--- src/rtl/conv_pkg.sv ---
// Shared definitions for the conv layer sequencer and the network top.
// Holds the sequencer state encoding, default datapath sizing and the
// per-layer dilation factors used when the activation caches are built.
package conv_pkg;

  localparam int DEFAULT_W          = 16;
  localparam int DEFAULT_NUM_LAYERS = 3;

  // Dilation of the inputs to layers 1 and 2; sizes activation caches 0 and 1.
  localparam int DILATION_L1 = 4;
  localparam int DILATION_L2 = 16;

  typedef enum logic [2:0] {
    IDLE     = 3'd0,
    SHIFT_IN = 3'd1,
    START    = 3'd2,
    WAIT     = 3'd3,
    CACHE    = 3'd4,
    EMIT     = 3'd5
  } seq_state_t;

  function automatic int dilation(input int layer);
    return (layer == 1) ? DILATION_L1 : (layer == 2) ? DILATION_L2 : 1;
  endfunction

endpackage

--- src/rtl/seq_watchdog.sv ---
// Per-layer engine watchdog.
// Counts cycles while en is high. clear restarts the count.
// expired is high in the enabled cycle that is cycle TIMEOUT_CYCLES of the window.
// Ports: clk, rst (sync, active high), clear, en, expired.
module seq_watchdog #(
  parameter int TIMEOUT_CYCLES = 256,
  localparam int CW = (TIMEOUT_CYCLES > 1) ? $clog2(TIMEOUT_CYCLES) : 1
) (
  input  logic clk,
  input  logic rst,
  input  logic clear,
  input  logic en,
  output logic expired
);

  logic [CW-1:0] cnt;

  always_ff @(posedge clk) begin
    if (rst || clear) cnt <= '0;
    else if (en)      cnt <= cnt + 1'b1;
  end

  assign expired = en && (cnt == CW'(TIMEOUT_CYCLES - 1));

endmodule

--- src/rtl/conv_layer_sequencer.sv ---
// Time-multiplexes one conv1d engine across NUM_LAYERS dilated causal layers.
// The sequencer runs one full network evaluation per accepted sample.
// Inputs:
//   - sample_v/inp: new sample.
//   - clr_flags: clears the sticky flags.
//   - eng_out_v/eng_out_d0..3: engine result.
// Outputs:
//   - sample_q: captured sample.
//   - lsb_shift: shift buffer strobe.
//   - layer_sel/relu_en: layer mux select and activation enable.
//   - eng_rst: engine start pulse.
//   - cache_shift: one-hot activation cache strobe.
//   - out_d0..3/out_v: final network output.
//   - busy, overrun, timeout: status.
module conv_layer_sequencer
  import conv_pkg::*;
#(
  parameter int W              = DEFAULT_W,
  parameter int NUM_LAYERS     = DEFAULT_NUM_LAYERS,
  parameter int TIMEOUT_CYCLES = 256,
  localparam int LW = (NUM_LAYERS > 1) ? $clog2(NUM_LAYERS) : 1,
  localparam int CW = (NUM_LAYERS > 1) ? NUM_LAYERS - 1 : 1
) (
  input  logic          clk,
  input  logic          rst,
  input  logic          sample_v,
  input  logic [W-1:0]  inp,
  input  logic          clr_flags,
  output logic [W-1:0]  sample_q,
  output logic          lsb_shift,
  output logic [LW-1:0] layer_sel,
  output logic          relu_en,
  output logic          eng_rst,
  input  logic          eng_out_v,
  input  logic [W-1:0]  eng_out_d0,
  input  logic [W-1:0]  eng_out_d1,
  input  logic [W-1:0]  eng_out_d2,
  input  logic [W-1:0]  eng_out_d3,
  output logic [CW-1:0] cache_shift,
  output logic [W-1:0]  out_d0,
  output logic [W-1:0]  out_d1,
  output logic [W-1:0]  out_d2,
  output logic [W-1:0]  out_d3,
  output logic          out_v,
  output logic          busy,
  output logic          overrun,
  output logic          timeout
);

  localparam logic [2:0] S_IDLE     = IDLE;
  localparam logic [2:0] S_SHIFT_IN = SHIFT_IN;
  localparam logic [2:0] S_START    = START;
  localparam logic [2:0] S_WAIT     = WAIT;
  localparam logic [2:0] S_CACHE    = CACHE;
  localparam logic [2:0] S_EMIT     = EMIT;

  localparam logic [LW-1:0] LAST = LW'(NUM_LAYERS - 1);

  logic [2:0]    state, nxt;
  logic          wd_expired, abort, is_last;
  logic [LW-1:0] layer_nxt;

  seq_watchdog #(.TIMEOUT_CYCLES(TIMEOUT_CYCLES)) u_wd (
    .clk     (clk),
    .rst     (rst),
    .clear   (state == S_START),
    .en      (state == S_WAIT),
    .expired (wd_expired)
  );

  assign is_last   = (layer_sel == LAST);
  // eng_out_v in the last allowed cycle takes priority over the watchdog.
  assign abort     = (state == S_WAIT) && !eng_out_v && wd_expired;
  assign layer_nxt = (state == S_CACHE) ? LW'(layer_sel + 1'b1) : layer_sel;
  assign busy      = (state != S_IDLE);

  always_comb begin
    nxt = state;
    case (state)
      S_IDLE:     if (sample_v) nxt = S_SHIFT_IN;
      S_SHIFT_IN: nxt = S_START;
      S_START:    nxt = S_WAIT;
      S_WAIT: begin
        if (eng_out_v)  nxt = is_last ? S_EMIT : S_CACHE;
        else if (abort) nxt = S_IDLE;
      end
      S_CACHE:    nxt = S_START;
      S_EMIT:     nxt = S_IDLE;
      default:    nxt = S_IDLE;
    endcase
  end

  // Strobes are registered from the next-state value so each one is high
  // exactly while the FSM sits in its own state.
  always_ff @(posedge clk) begin
    if (rst) begin
      state       <= S_IDLE;
      sample_q    <= '0;
      lsb_shift   <= 1'b0;
      layer_sel   <= '0;
      relu_en     <= 1'b1;
      eng_rst     <= 1'b0;
      cache_shift <= '0;
      out_d0      <= '0;
      out_d1      <= '0;
      out_d2      <= '0;
      out_d3      <= '0;
      out_v       <= 1'b0;
      overrun     <= 1'b0;
      timeout     <= 1'b0;
    end else begin
      state       <= nxt;
      lsb_shift   <= (nxt == S_SHIFT_IN);
      eng_rst     <= (nxt == S_START);
      out_v       <= (nxt == S_EMIT);
      cache_shift <= (nxt == S_CACHE) ? (CW'(1) << layer_sel) : '0;

      if (state == S_IDLE && sample_v) begin
        sample_q  <= inp;
        layer_sel <= '0;
      end else begin
        layer_sel <= layer_nxt;
      end

      if (nxt == S_START) relu_en <= (layer_nxt != LAST);

      // Engine data is only valid alongside eng_out_v. Capture it on the way
      // into EMIT so that out_d lines up with out_v.
      if (state == S_WAIT && eng_out_v && is_last) begin
        out_d0 <= eng_out_d0;
        out_d1 <= eng_out_d1;
        out_d2 <= eng_out_d2;
        out_d3 <= eng_out_d3;
      end

      // A new event beats a coincident clear.
      overrun <= (sample_v && state != S_IDLE) || (overrun && !clr_flags);
      timeout <= abort || (timeout && !clr_flags);
    end
  end

endmodule

--- config.mk ---
export PLATFORM = sky130hd
export DESIGN_NAME = conv_layer_sequencer
export DESIGN_NICKNAME = d
export VERILOG_FILES = /design/src/rtl/conv_pkg.sv /design/src/rtl/seq_watchdog.sv /design/src/rtl/conv_layer_sequencer.sv
export SDC_FILE = /design/constraint.sdc
export NUM_CORES = 1
export LEC_CHECK = 0
export ABC_AREA = 1
export CAP_MARGIN = 20
export CORE_MARGIN = 2
export CORE_UTILIZATION = 52
export CTS_CLUSTER_SIZE = 40
export DETAILED_ROUTE_END_ITERATION = 7
export DONT_BUFFER_PORTS = 1
export HOLD_SLACK_MARGIN = 0.05
export PLACE_DENSITY = 0.69
export SYNTH_ARGS = -nofsm -noshare
export SYNTH_HDL_FRONTEND = slang
export SYNTH_HIERARCHICAL = 1
export SYNTH_SLANG_ARGS = --single-unit
--- constraint.sdc ---
create_clock -name clk -period 2.2 [get_ports clk]
set_input_delay 0.11 -clock clk [delete_from_list [all_inputs] [get_ports clk]]
set_output_delay 0.11 -clock clk [all_outputs]
set_load 0.01 [all_outputs]
==> run summary <==
The run finished with clean final reports. Worst-path maximum fanout: 17. The mapped netlist covers 3650 sq um. Sequential-to-total area share from yosys stat: 55.3%. The initial antenna violation count came out at 0. Routability-driven placement finished with a final weighted congestion of 0.788.

Together, buffers and inverters on the worst path number 2. Classification of the worst setup path: register to register. The area of the die was 7710 sq um. The detailed-route vias per instance was 5.08. The final critical path takes up 85.3% of the cycle.

The count of clock tree sinks came out at 101. The largest net degree at the start of global routing came out at 67. Detailed placement ended at an HPWL of 5450 microns. Global routing used 25.5% of the available met1 tracks. Buffers added to address setup during post-CTS repair amount to 0.

The critical path's slowest cell was dlygate4sd3_1. Counting along the longest clock path gives a buffer depth of 2. Counting instances, the worst hold path has a depth of 2.

The most common cell after layout, fill and taps aside is nor2_1. The initialized floorplan defines 30 standard-cell rows. The launching element type of the critical path is a register. Iteration count of the initial detailed-routing pass: 4.

Worst hold-check path type: input port to register. Relative to the synthesized area, the layout overhead comes to 29.4%. For this run, the number of Yosys warnings is 6.

At the pin with the least slew margin, the transition time is 0.922 ns. Counting I/O delays and the setup requirement, the final critical path takes 1.88 ns. The repair_antennas step left the layout with diodes totalling 0. Setup repair after global routing left no endpoint under its margin. Final count of hold timing violations: 0. TritonCTS built the clock tree.

Worst ir drop on vdd: 423 uV. The run gives 13700 microns as the first-pass GRT wire length. Measured along the x axis, the die boundary spans 87.8 microns. Of all cell types, the one taking the most synthesized area is dfxtp_1.

The global routing usage summed across all routing layers was 22.4%; the overall die height was 87.8 microns. Leaving out fill and tap cells, the most frequent cells in the layout are nor2_1 (139), dfxtp_1 (101), dlygate4sd3_1 (84), nand2_1 (59), o21ai_1 (41). The design draws 0.00344 W.

For the count of maximum capacitance violations, the log shows 0. The run gives 37.7% as the met2 routing resource usage after global routing. The critical path depth was 6. The total wirelength of the detailed-routed design was 9120 microns; the setup skew after layout was 0.00997 ns.

Summed over all cells, the static leakage comes to 1.79 nW. The post-route antenna net violation count was 0. For the residual DRC count, the log shows 0.

The clock tree synthesis step divided the H-tree into 3 levels. For the worst setup path, the data arrival time is 2.18 ns. The synthesized net count came out at 553. By area the synthesized netlist is led by dfxtp_1 (55%), nor2_1 (14%), nand2_1 (6.1%). Detailed routing inserted a total of 3247 vias. Dividing the synthesized area by the synthesized cell count gives 7.84 sq um. For the number of global-route vias before repair, the log shows 2951.

Clock tree root driver cell: clkbuf_8. The required time of the worst setup path was 2.50 ns; the headroom to the max-slew limit was 38.4%. For this design the top-level I/O count stands at 176. For this run, the post-layout net count is 627.

After global routing, the most crowded layer is met2. Summed over its instances, the top area cell type makes up 55.3% of the synthesized netlist area. Setup violations remaining at the end of the flow were counted as 0. The initial utilization of the core area, before any placement, comes to 53.8%. The run gives 533 MHz as the upper clock frequency limit. The signal on the critical path passes through nor2_2 -> nand3_2 -> inv_2 -> nand2_1 -> a21oi_1 -> dlygate4sd3_1. Port buffering added 0 buffers. For met3 alone, demand over resource in global routing was 7.92%. The overflow left after global routing is 0. The category of cells accounting for the largest share of critical-path delay was buffers and inverters. The number of buffers inserted during clock tree synthesis was 9.

The number of different library cells in the post-synthesis netlist was 23. After synthesis the netlist holds a flip-flop and latch count of 101. The count of final max-slew check failures came out at 0. The count of routing violations after the opening detailed-route iteration is 222, and the clock-pin transition on the worst setup and hold timing paths is 0.10 ns.

The number of fill cells came out at 521. Counting cells, the worst reg-to-reg path comes to 6. Dividing the detail-routed wire length by the instance count gives 14.3 microns. The logs give 0 ns for the sum of negative setup slack and 466 for the post-synthesis cell count. STA classifies the critical path endpoint as a register. The proportion of layout cells with a drive suffix above 1 works out to 4.79%.

On the worst path, the slowest cell contributes a delay of 0.57 ns. At the later pin of the worst-skew pair, clock insertion delay measures 0.35 ns. In this run the standard cell core region covers 6790 sq um. Dividing total power by cell area gives a power density of 728 nW/um^2.
[logic make-up after synthesis]
kind of cell | count (synthesis) | share of synthesized area [%]
AO/OA/AOI/OAI | 95 | 13.1
adder cells (fa/ha/maj) | 2 | 0.685
buffers and inverters | 47 | 6.40
AND/OR/NAND/NOR | 221 | 24.5
flip-flops | 101 | 55.3
[worst paths after layout]
path,start,end,slack [ns]
hold reg to reg,u_wd/cnt[0]$_SDFFE_PP0P_,u_wd/cnt[0]$_SDFFE_PP0P_,0.49
setup / recovery,state[1]$_SDFF_PP0_,sample_q[12]$_SDFFE_PP0P_,0.32
setup reg to reg,state[1]$_SDFF_PP0_,sample_q[12]$_SDFFE_PP0P_,0.32
hold / removal,sample_v,layer_sel[1]$_SDFF_PP0_,0.08
[power by group]
| group | total (W) | leakage, nW | internal (W) | switching [W] |
|---|---|---|---|---|
| registers | 0.00190 | 0.817 | 0.00186 | 0.0000400 |
| logic | 0.000293 | 0.870 | 0.000154 | 0.000140 |
| clock network | 0.00125 | 0.108 | 0.000660 | 0.000588 |
| total | 0.00344 | 1.79 | 0.00267 | 0.000768 |
[cells in the mapped netlist (all sizes together)]
cell    instances
nor2          143
dfxtp         101
o21ai          69
nand2          59
a21oi          25
inv            22
buf            14
clkbuf         11
nand3           9
nor3            5
ha              2
nand4           2
and3            1
nand3b          1
nor4            1
o211ai          1
[area by class of cell]
cell class                      count  area [sq um]  share of cell area (%)
Clock buffer                       10           138                    2.91
Multi-Input combinational cell    318          1400                    29.6
Inverter                           22          82.6                    1.75
Sequential cell                   101          2020                    42.7
Clock inverter                      4          73.8                    1.56
Timing Repair Buffer               88           896                    18.9
Tap cell                           96           120                    2.54
[timing repair]
item                                   in CTS  in global routing
hold buffers                               84                  0
resized for setup                           0                  0
endpoints found under the hold margin      98                  0
[per-stage QoR]
stage	hold slack (ns)	cell area (sq um)	std cells	util (%)	worst slack (ns)
2_1_floorplan	0.253	3650	466	-	0.607
3_3_place_gp	0.181	3680	541	54.1	0.439
3_5_place_dp	0.183	3680	541	54.1	0.407
4_1_cts	0.0669	4730	639	69.6	0.369
5_1_grt	0.0818	4730	639	69.6	0.156
6_report	0.0780	4730	639	69.6	0.323
[sequential cells by signal (all words and copies together) (netlist names)]
signal,count
overrun,1
layer_sel,2
timeout,1
out_d1,16
cache_shift,2
out_d2,16
sample_q,16
relu_en,1
u_wd/cnt,8
lsb_shift,1
out_d3,16
eng_rst,1
state,3
out_v,1
out_d0,16
[layer usage]
| metal | wire length [microns] | vias to the layer above |
|---|---|---|
| met5 | 0 | - |
| met3 | 909 | 23 |
| met4 | 231 | 0 |
| met1 | 3590 | 1439 |
| met2 | 4390 | 154 |
| li1 | - | 1631 |
Note: power is estimated with default switching activity, not from simulation.
